$ cat src/rtl/pipeline_ctrl_pkg.sv
// Shared types and constants for the pipeline stall/flush scheduler.
// Control bundles are ordered {enables pc..mem_wb, flushes if_id..ex_mem}.
package pipeline_ctrl_pkg;

    typedef enum logic [1:0] {
        RUN        = 2'd0,
        JUMP_FLUSH = 2'd1,
        EX_WAIT    = 2'd2
    } state_e;

    typedef struct packed {
        logic pc_we;
        logic if_id_we;
        logic id_ex_we;
        logic ex_mem_we;
        logic mem_wb_we;
        logic if_id_flush;
        logic id_ex_flush;
        logic ex_mem_flush;
    } pipe_ctl_t;

    localparam pipe_ctl_t PIPE_RUN  = 8'b11111_000;
    localparam pipe_ctl_t PIPE_HOLD = 8'b00000_000;
    localparam pipe_ctl_t PIPE_LOAD = 8'b00111_010;
    localparam pipe_ctl_t PIPE_MDU  = 8'b00011_001;
    localparam pipe_ctl_t PIPE_JUMP = 8'b11111_100;

    function automatic logic [1:0] flush_count(input pipe_ctl_t c);
        return {1'b0, c.if_id_flush} + {1'b0, c.id_ex_flush} + {1'b0, c.ex_mem_flush};
    endfunction

endpackage

$ cat src/rtl/pipeline_ctrl_if.sv
// Hazard/handshake inputs and pipeline control outputs of the scheduler.
// The master side is the scheduler itself; the slave side is the pipeline.
interface pipeline_ctrl_if #(
    parameter int CNT_W = 32
);
    logic             load_stall;
    logic             jump_stall;
    logic             mdu_op_ID_EX;
    logic             mdu_done;
    logic             dmem_req_EX_MEM;
    logic             dmem_ready;

    logic             pc_we;
    logic             if_id_we;
    logic             id_ex_we;
    logic             ex_mem_we;
    logic             mem_wb_we;
    logic             if_id_flush;
    logic             id_ex_flush;
    logic             ex_mem_flush;
    logic             mdu_start;
    logic [CNT_W-1:0] stall_cycles;
    logic [CNT_W-1:0] bubble_count;

    modport master (
        input  load_stall, jump_stall, mdu_op_ID_EX, mdu_done,
               dmem_req_EX_MEM, dmem_ready,
        output pc_we, if_id_we, id_ex_we, ex_mem_we, mem_wb_we,
               if_id_flush, id_ex_flush, ex_mem_flush, mdu_start,
               stall_cycles, bubble_count
    );

    modport slave (
        output load_stall, jump_stall, mdu_op_ID_EX, mdu_done,
               dmem_req_EX_MEM, dmem_ready,
        input  pc_we, if_id_we, id_ex_we, ex_mem_we, mem_wb_we,
               if_id_flush, id_ex_flush, ex_mem_flush, mdu_start,
               stall_cycles, bubble_count
    );

endinterface

$ cat src/rtl/perf_counter.sv
// Wrapping performance counter that adds 0..3 per cycle.
module perf_counter #(
    parameter int CNT_W = 32
) (
    input  logic             clk,
    input  logic             rst,
    input  logic [1:0]       i_inc,
    output logic [CNT_W-1:0] o_count
);

    logic [CNT_W-1:0] r_count;

    // NOTE: sequential state uses non-blocking assignments so every register samples pre-edge values.
    always_ff @(posedge clk) begin
        if (rst) begin
            r_count <= '0;
        end else begin
            r_count <= r_count + CNT_W'(i_inc);
        end
    end

    assign o_count = r_count;

endmodule

$ cat src/rtl/pipeline_ctrl.sv
// Stall/flush scheduler: Mealy control from a small FSM covering multi-cycle
// jump penalties and MDU waits, plus stall-cycle and bubble counters.
module pipeline_ctrl
    import pipeline_ctrl_pkg::*;
#(
    parameter int JUMP_PENALTY = 1,
    parameter int CNT_W        = 32
) (
    input  logic            clk,
    input  logic            rst,
    pipeline_ctrl_if.master bus
);

    localparam int PEN_W = $clog2(JUMP_PENALTY + 1);

    localparam logic [1:0] S_RUN        = RUN;
    localparam logic [1:0] S_JUMP_FLUSH = JUMP_FLUSH;
    localparam logic [1:0] S_EX_WAIT    = EX_WAIT;

    logic [1:0]       r_state;
    logic [1:0]       w_next_state;
    logic [PEN_W-1:0] r_pen_cnt;
    logic [PEN_W-1:0] w_next_pen;
    pipe_ctl_t        w_ctl;
    logic             w_start;
    logic             w_freeze;

    assign w_freeze = bus.dmem_req_EX_MEM & ~bus.dmem_ready;

    // NOTE: every always_comb output gets a default first so no path infers a latch.
    always_comb begin
        w_ctl        = PIPE_RUN;
        w_start      = 1'b0;
        w_next_state = r_state;
        w_next_pen   = r_pen_cnt;

        // A stalled memory access freezes the whole pipe and the FSM with it.
        if (rst || w_freeze) begin
            w_ctl = PIPE_HOLD;
        end else begin
            case (r_state)
                S_RUN: begin
                    if (bus.mdu_op_ID_EX) begin
                        w_ctl        = PIPE_MDU;
                        w_start      = 1'b1;
                        w_next_state = S_EX_WAIT;
                    end else if (bus.load_stall) begin
                        w_ctl = PIPE_LOAD;
                    end else if (bus.jump_stall) begin
                        w_ctl = PIPE_JUMP;
                        if (JUMP_PENALTY > 1) begin
                            w_next_pen   = PEN_W'(JUMP_PENALTY - 1);
                            w_next_state = S_JUMP_FLUSH;
                        end
                    end
                end
                S_JUMP_FLUSH: begin
                    w_ctl      = PIPE_JUMP;
                    w_next_pen = r_pen_cnt - PEN_W'(1);
                    if (r_pen_cnt == PEN_W'(1)) begin
                        w_next_state = S_RUN;
                    end
                end
                S_EX_WAIT: begin
                    if (bus.mdu_done) begin
                        w_next_state = S_RUN;
                    end else begin
                        w_ctl = PIPE_MDU;
                    end
                end
                default: begin
                    w_next_state = S_RUN;
                    w_next_pen   = '0;
                end
            endcase
        end
    end

    always_ff @(posedge clk) begin
        if (rst) begin
            r_state   <= S_RUN;
            r_pen_cnt <= '0;
        end else begin
            r_state   <= w_next_state;
            r_pen_cnt <= w_next_pen;
        end
    end

    assign bus.pc_we        = w_ctl.pc_we;
    assign bus.if_id_we     = w_ctl.if_id_we;
    assign bus.id_ex_we     = w_ctl.id_ex_we;
    assign bus.ex_mem_we    = w_ctl.ex_mem_we;
    assign bus.mem_wb_we    = w_ctl.mem_wb_we;
    assign bus.if_id_flush  = w_ctl.if_id_flush;
    assign bus.id_ex_flush  = w_ctl.id_ex_flush;
    assign bus.ex_mem_flush = w_ctl.ex_mem_flush;
    assign bus.mdu_start    = w_start;

    perf_counter #(.CNT_W(CNT_W)) u_stall_cnt (
        .clk     (clk),
        .rst     (rst),
        .i_inc   ({1'b0, ~w_ctl.pc_we}),
        .o_count (bus.stall_cycles)
    );

    perf_counter #(.CNT_W(CNT_W)) u_bubble_cnt (
        .clk     (clk),
        .rst     (rst),
        .i_inc   (flush_count(w_ctl)),
        .o_count (bus.bubble_count)
    );

endmodule
$ cat src/flat_wrapper.sv
// flat-port wrapper written by rule: the top's interface ports become plain ports
module pipeline_ctrl_flat import pipeline_ctrl_pkg::*;
#(
    parameter int JUMP_PENALTY = 1,
    parameter int CNT_W        = 32
)
  (clk, rst, bus_load_stall, bus_jump_stall, bus_mdu_op_ID_EX, bus_mdu_done, bus_dmem_req_EX_MEM, bus_dmem_ready, bus_pc_we, bus_if_id_we, bus_id_ex_we, bus_ex_mem_we, bus_mem_wb_we, bus_if_id_flush, bus_id_ex_flush, bus_ex_mem_flush, bus_mdu_start, bus_stall_cycles, bus_bubble_count);
  pipeline_ctrl_if #(.CNT_W(CNT_W)) bus_i ();
  input  logic clk;
  input  logic rst;
  input wire logic [$bits(bus_i.load_stall)-1:0] bus_load_stall;
  input wire logic [$bits(bus_i.jump_stall)-1:0] bus_jump_stall;
  input wire logic [$bits(bus_i.mdu_op_ID_EX)-1:0] bus_mdu_op_ID_EX;
  input wire logic [$bits(bus_i.mdu_done)-1:0] bus_mdu_done;
  input wire logic [$bits(bus_i.dmem_req_EX_MEM)-1:0] bus_dmem_req_EX_MEM;
  input wire logic [$bits(bus_i.dmem_ready)-1:0] bus_dmem_ready;
  output wire logic [$bits(bus_i.pc_we)-1:0] bus_pc_we;
  output wire logic [$bits(bus_i.if_id_we)-1:0] bus_if_id_we;
  output wire logic [$bits(bus_i.id_ex_we)-1:0] bus_id_ex_we;
  output wire logic [$bits(bus_i.ex_mem_we)-1:0] bus_ex_mem_we;
  output wire logic [$bits(bus_i.mem_wb_we)-1:0] bus_mem_wb_we;
  output wire logic [$bits(bus_i.if_id_flush)-1:0] bus_if_id_flush;
  output wire logic [$bits(bus_i.id_ex_flush)-1:0] bus_id_ex_flush;
  output wire logic [$bits(bus_i.ex_mem_flush)-1:0] bus_ex_mem_flush;
  output wire logic [$bits(bus_i.mdu_start)-1:0] bus_mdu_start;
  output wire logic [$bits(bus_i.stall_cycles)-1:0] bus_stall_cycles;
  output wire logic [$bits(bus_i.bubble_count)-1:0] bus_bubble_count;
  assign bus_i.load_stall = bus_load_stall;
  assign bus_i.jump_stall = bus_jump_stall;
  assign bus_i.mdu_op_ID_EX = bus_mdu_op_ID_EX;
  assign bus_i.mdu_done = bus_mdu_done;
  assign bus_i.dmem_req_EX_MEM = bus_dmem_req_EX_MEM;
  assign bus_i.dmem_ready = bus_dmem_ready;
  assign bus_pc_we = bus_i.pc_we;
  assign bus_if_id_we = bus_i.if_id_we;
  assign bus_id_ex_we = bus_i.id_ex_we;
  assign bus_ex_mem_we = bus_i.ex_mem_we;
  assign bus_mem_wb_we = bus_i.mem_wb_we;
  assign bus_if_id_flush = bus_i.if_id_flush;
  assign bus_id_ex_flush = bus_i.id_ex_flush;
  assign bus_ex_mem_flush = bus_i.ex_mem_flush;
  assign bus_mdu_start = bus_i.mdu_start;
  assign bus_stall_cycles = bus_i.stall_cycles;
  assign bus_bubble_count = bus_i.bubble_count;
  pipeline_ctrl #(.JUMP_PENALTY(JUMP_PENALTY), .CNT_W(CNT_W)) u_core (.clk(clk), .rst(rst), .bus(bus_i));
endmodule
$ cat config.mk
export PLATFORM = sky130hd
export DESIGN_NAME = pipeline_ctrl_flat
export DESIGN_NICKNAME = d
export VERILOG_FILES = /design/src/rtl/pipeline_ctrl_pkg.sv /design/src/rtl/pipeline_ctrl_if.sv /design/src/rtl/perf_counter.sv /design/src/rtl/pipeline_ctrl.sv /design/src/flat_wrapper.sv
export SDC_FILE = /design/constraint.sdc
export NUM_CORES = 1
export LEC_CHECK = 0
export CORE_ASPECT_RATIO = 1.1
export CORE_MARGIN = 1.5
export CORE_UTILIZATION = 44
export CTS_CLUSTER_SIZE = 30
export DETAILED_ROUTE_END_ITERATION = 12
export PLACE_DENSITY_LB_ADDON = 0.12
export SETUP_SLACK_MARGIN = 0.3
export SLEW_MARGIN = 25
export SYNTH_ARGS = -nofsm -noshare
export SYNTH_HDL_FRONTEND = slang
export SYNTH_SLANG_ARGS = --single-unit
$ cat constraint.sdc
create_clock -name clk -period 3.3 [get_ports clk]
set_input_delay 0.825 -clock clk [delete_from_list [all_inputs] [get_ports clk]]
set_output_delay 0.825 -clock clk [all_outputs]
set_load 0.03 [all_outputs]
======== Word-level counts from Yosys, hierarchy flattened ========
Index checks and enable logic that the tools add are counted.
W data, S select, Z words.
storage, ports and cells
  bits in registers ....................... 67
  bits in latches ......................... 0
  RAM bits ................................ 0
  ROM bits ................................ 0
  bits of input ports ..................... 8
  output and inout port bits .............. 73
  word-level logic and storage cells ...... 38
  memories ................................ 0
operators by class
  $add $sub $neg .......................... 5
  $mul .................................... 0
  div/mod/pow operators ................... 0
  order comparisons ....................... 0
  equal/unequal tests ..................... 5
  shift operators ......................... 0
  multiplexer cells ....................... 14
  bitwise gates (word level) .............. 5
  reductions and logical operators ........ 5
operators with widths
  cell                   count
  $add A32 B1 Y32        1
  $add A32 B2 Y32        1
  $mux W8                4
  $pmux W8 S3            1
  $mux W2                3
  $pmux W2 S3            1
  $ne A2 B2 Y1 const B   2
  $not A1 Y1             4
  $reduce_and A4 Y1      1
  $mux W1                3
  $mux W3                1
  $add A1 B1 Y2          1
  $add A2 B1 Y2          1
  $eq A2 B1 Y1 const B   1
  $eq A2 B2 Y1 const B   1
  $logic_not A2 Y1       1
  $ne A2 B1 Y1 const B   1
  $pmux W1 S2            1
  $reduce_and A2 Y1      1
  $reduce_or A2 Y1       1
  $and A1 B1 Y1          1
  $logic_or A1 B1 Y1     1
  $sub A1 B1 Y1 const B  1

======== Logic depth before layout (Yosys ltp) ========
  depth after elaboration ................. 8
  depth in mapped cells ................... 12
  depth with buffers taken out ............ 11

======== Modules after synthesis ========
Synthesis repeated with hierarchy kept, for this count alone.
second synthesis, totals
  cells, all modules ...................... 364
  area total of the unflattened synthesis .. 3198.1 µm²
by module, submodules not included
  module                              instances  cells an instance  area each (µm²)  seq. area each (µm²)
  perf_counter (u_core.u_bubble_cnt)  1          178                1522.7           640.6
  perf_counter (u_core.u_stall_cnt)   1          162                1495.2           640.6
  pipeline_ctrl                       1          24                 180.2            20.0

======== Worst setup path after synthesis ========
Ideal clock, no wire load.
  path kind ............................... in2out
  from .................................... input bus_dmem_ready
  to ...................................... output bus_pc_we
  data arrival time ....................... 3356 ps
  data required time ...................... 2475 ps
  slack ................................... -881 ps
  stages .................................. 5
  path buffers ............................ 1
  cells stage by stage .................... inv_1 a21oi_1 nor2b_1 a21boi_0 buf_4
between the ends
  cells in the longest elaborated chain, start to end .. 4
ends and longest elaborated chain
  what                line                 source
  start, declared     flat_wrapper.sv:16   input wire logic [$bits(bus_i.dmem_ready)-1:0] bus_dmem_ready;
  $not A1 Y1          pipeline_ctrl.sv:28  assign w_freeze = bus.dmem_req_EX_MEM & ~bus.dmem_ready;
  $and A1 B1 Y1       pipeline_ctrl.sv:28
  $logic_or A1 B1 Y1  pipeline_ctrl.sv:38  if (rst || w_freeze) begin
  $mux W8             pipeline_ctrl.sv:38
  end, declared       flat_wrapper.sv:17   output wire logic [$bits(bus_i.pc_we)-1:0] bus_pc_we;
Every way passes these cells.

======== Worst setup path in the final report ========
  from .................................... input bus_mdu_done
  to ...................................... register u_core.u_bubble_cnt.r_count[24] (netlist: u_core.u_bubble_cnt.o_count[24])
between the ends
  cells in the longest elaborated chain, start to end .. 5
ends and longest elaborated chain
  what                  line                     source
  start, declared       flat_wrapper.sv:14       input wire logic [$bits(bus_i.mdu_done)-1:0] bus_mdu_done;
  $mux W8               pipeline_ctrl.sv:65      if (bus.mdu_done) begin
  $pmux W8 S3           pipeline_ctrl.sv:41      case (r_state)
  $mux W8               pipeline_ctrl.sv:38
  $add A2 B1 Y2         pipeline_ctrl_pkg.sv:29  return {1'b0, c.if_id_flush} + {1'b0, c.id_ex_flush} + {1'b0, c.ex_mem_flush};
  $add A32 B2 Y32       perf_counter.sv:18       r_count <= r_count + CNT_W'(i_inc);
  end signal, assigned  perf_counter.sv:18
  end, declared         perf_counter.sv:11       logic [CNT_W-1:0] r_count;
Every way passes these cells.
A chain may end at the register's enable or synchronous reset.

==> metrics.md <==
| Metric | Value |
|---|---|
| Simple-gate portion of the synthesized area | `0.291` |
| Worst slew margin | `0.533` |
| CP max stage delay | `0.49 ns` |
| Crit path capture type | `flip-flop` |
| Pre-CTS setup slack | `-0.492 ns` |
| Final worst-path setup slack | `0.365 ns` |
| Hold_buf cts | `0` |
| Placer congestion estimate | `0.815` |
| I/O Pins | `81` |
| Crit path kind | `in2reg` |
| Cells along the critical path | `clkdlybuf4s15_1, a21oi_2, nand2_2, fa_1, inv_2, ha_4, fa_2, nand4_1, buf_4, nor4_4, or4b_1, a21oi_1` |
| Post-synth cell types | `38` |
| First drt pass iteration count | `5` |
| Core area | `7010 sq um` |
| Post-synthesis mux area share | `0.00708` |
| # port buffers | `80` |
| Grt ovf | `0` |
| Sequential area share after synthesis | `0.409` |
| Vias per cell | `5.62` |
| Largest family of logic cells by synthesized area | `simple AND/OR/NAND/NOR gates` |
| DR DRC count | `0` |
| Post-synthesis compound-gate area fraction | `0.150` |
| Internal power | `1.20 mW` |
| Synth area leader | `dfxtp_1` |
| Final #Nets | `488` |
| Final Cycle Share | `0.889` |
| Clock Power Share | `0.404` |
| CP Launch Type | `input pin` |
| Latest clock arrival within the worst-skew pair | `0.34 ns` |
| Die H | `92.2 um` |
| Top cell type's share of synthesized area | `0.409` |
| Max FO, Critical Path | `4` |
| Max-slew violations | `0` |
| Number of global-route vias before repair | `2910` |
| Required @ worst endpoint | `3.57 ns` |
| Post-Syn Nets | `387` |
| Total track usage | `0.208` |
| Final Hold Viols | `0` |
| CTS tree | `done` |
| Comb pwr share | `0.088` |
| Hold Path Class | `reg2reg` |
| Max-Cap Viols | `0` |
| Most common cell in the netlist | `dfxtp_1` |
| CP max stage cell | `fa_1` |
| Synth Register Bits | `65` |
| Largest net degree at the start of global routing | `68` |
| Initial Utilization | `0.454` |
| Rows | `32` |
| Sw frac | `0.244` |
| Adder-cell share of the synthesized area | `0.0283` |
| Max Fclk | `341 MHz` |
| Predominant post-synthesis flop cell | `dfxtp_1` |
| Sink Count | `65` |
| Fillcell total | `608` |
| Initial antenna violation count | `0` |
| Clock Tree Buf Depth | `2` |
| VDD IR max | `0.225 mV` |
| Final antenna diode count | `0` |
| EDFF count, synth | `0` |
| Die area | `7750 sq um` |
| Critical Path AT | `3.20 ns` |
| Root Buffer | `clkbuf_8` |
| RSZ-0062 raised after global routing | `yes` |
| Global-route wire length before repair | `13.4 mm` |
| Mapped cell area | `3180 sq um` |
| Chip Width | `84.1 um` |
| Synth cell count leaders | `65 x dfxtp_1, 40 x a21oi_1, 27 x nor2_1` |
| Setup TNS | `0 ns` |
| Post-route ant nets | `0` |
| Final setup fails | `0` |
| Top cells by area, synth | `dfxtp_1 41%, a21oi_1 6.3%, xnor2_1 5.2%` |
| Share of post-route cells with drive strength above 1 | `0.167` |
| Synth Instances | `373` |
| Worst clock skew | `0.0142 ns` |
| Sequential power share | `0.508` |
| Layout area overhead | `40.9%` |
| Worst-path clk slew | `0.07 ns` |
| Util after Layout | `0.640` |
| Average size of a mapped cell | `8.53 sq um` |
| Leakage | `1.46 nW` |
| H-tree depth | `3` |
| Post-Synth XOR/XNOR Area | `0.0606` |
| Worst Max-Slew Pin Slew | `0.701 ns` |
| PD cells | `353 nW/um^2` |
| Status | `completed` |
| NetSw | `386 uW` |
| Total CTS buffers | `9` |
| Drt total wl | `8.05 mm` |
| WL/cell | `14.3 um` |
| Synth async-reset ratio | `0` |
| DP HPWL | `5.44 mm` |
| Period minus WS final | `2.93 ns` |
| YS warnings | `0` |
| DR vias | `3162` |
| Initial DRC Count | `130` |
[power groups by stage]
stage / Combinational [mW] / Clock (mW) / Sequential, mW
floorplan: 0.0634 / 0 / 0.835
global placement: 0.136 / 0 / 0.821
detailed placement: 0.137 / 0 / 0.821
CTS: 0.140 / 0.642 / 0.804
global route: 0.152 / 0.676 / 0.805
finish: 0.140 / 0.639 / 0.804
[final cells by class]
type,count,area (sq um),share of cell area
clock buffers,11,131,0.0293
well taps,85,106,0.0237
inverters,22,95.1,0.0212
repair buffers,109,987,0.220
clock inverters,4,45.0,0.0100
flip-flops and latches,65,1300,0.290
multi-input cells,267,1820,0.405
[flip-flops by register name, summed over array words and instances, names as in the netlist]
register	count
u_core.r_state	1
u_core.u_stall_cnt.o_count	32
u_core.u_bubble_cnt.o_count	32
[path summary, 6_finish.rpt]
check | from | to | slack (ns) | depth (start not counted)
worst min-delay path | u_core.u_stall_cnt.o_count[31] | u_core.u_stall_cnt.o_count[31] | 0.48 | 2
worst min register to register | u_core.u_stall_cnt.o_count[31] | u_core.u_stall_cnt.o_count[31] | 0.48 | 2
worst max register to register | u_core.r_state[1] | u_core.u_bubble_cnt.o_count[24] | 0.52 | 12
worst max-delay path | bus_mdu_done | u_core.u_bubble_cnt.o_count[24] | 0.37 | 12
[cells by family after synthesis]
group                    Yosys count
AO/OA/AOI/OAI                     79
XOR/XNOR                          22
adder cells (fa/ha/maj)            6
buffers and inverters             41
flip-flops                        65
multiplexers                       2
AND/OR/NAND/NOR                  158
[routing by layer]
layer / vias up / routed length, um / GRT usage
li1: 1584 / - / -
met1: 1497 / 3540 / 0.250
met2: 71 / 4070 / 0.360
met3: 10 / 312 / 0.0351
met4: 0 / 136 / 0.0970
met5: - / 0 / 0
[what timing repair did]
| action | CTS | global route |
|---|---|---|
| cloned | 0 | 2 |
| endpoints found under the setup margin | 51 | 24 |
| pin swaps | 12 | 5 |
| resized for setup | 23 | 7 |
| setup buffers | 3 | 2 |
[critical path: cells and delay by family]
| family | cells | cell delay (ns) |
|---|---|---|
| fa+ha+maj | 3 | 0.82 |
| simple gates | 4 | 0.81 |
| buf+inv | 3 | 0.45 |
| compound gates | 2 | 0.30 |
[metrics by stage]
stage	total power, mW	instance area [sq um]	cells	hold WS, ns
after floorplan	0.898	3270	373	0.510
after global placement	0.957	4220	541	0.464
after detailed placement	0.958	4220	541	0.474
after CTS	1.59	4430	559	0.484
after global routing	1.63	4480	563	0.524
final	1.58	4480	563	0.485
[layout by cell type (no fill, tap or decap), types with 3 or more instances in the layout]
| cell | Yosys | layout |
|---|---|---|
| or4_4 | 1 | 3 |
| nor4_1 | 11 | 8 |
| nor3_1 | 5 | 5 |
| buf_4 | 2 | 33 |
| dfxtp_1 | 65 | 65 |
| o31ai_1 | 18 | 18 |
| nor2_1 | 27 | 26 |
| nand4_1 | 13 | 13 |
| inv_1 | 22 | 20 |
| and4_1 | 5 | 5 |
| clkbuf_8 | 0 | 9 |
| clkinv_2 | 0 | 3 |
| clkdlybuf4s50_1 | 0 | 66 |
| nand3_1 | 19 | 19 |
| a21oi_1 | 40 | 37 |
| or3_1 | 12 | 12 |
| xnor2_1 | 19 | 19 |
| xor2_1 | 3 | 3 |
| buf_2 | 2 | 5 |
| nor2b_1 | 8 | 7 |
| nand2_1 | 19 | 18 |
| o21ai_0 | 11 | 11 |
| or4b_1 | 5 | 5 |
| and3_1 | 4 | 4 |
| or4_1 | 20 | 18 |
| o41ai_1 | 6 | 6 |
(Power assumes the default switching activity.)
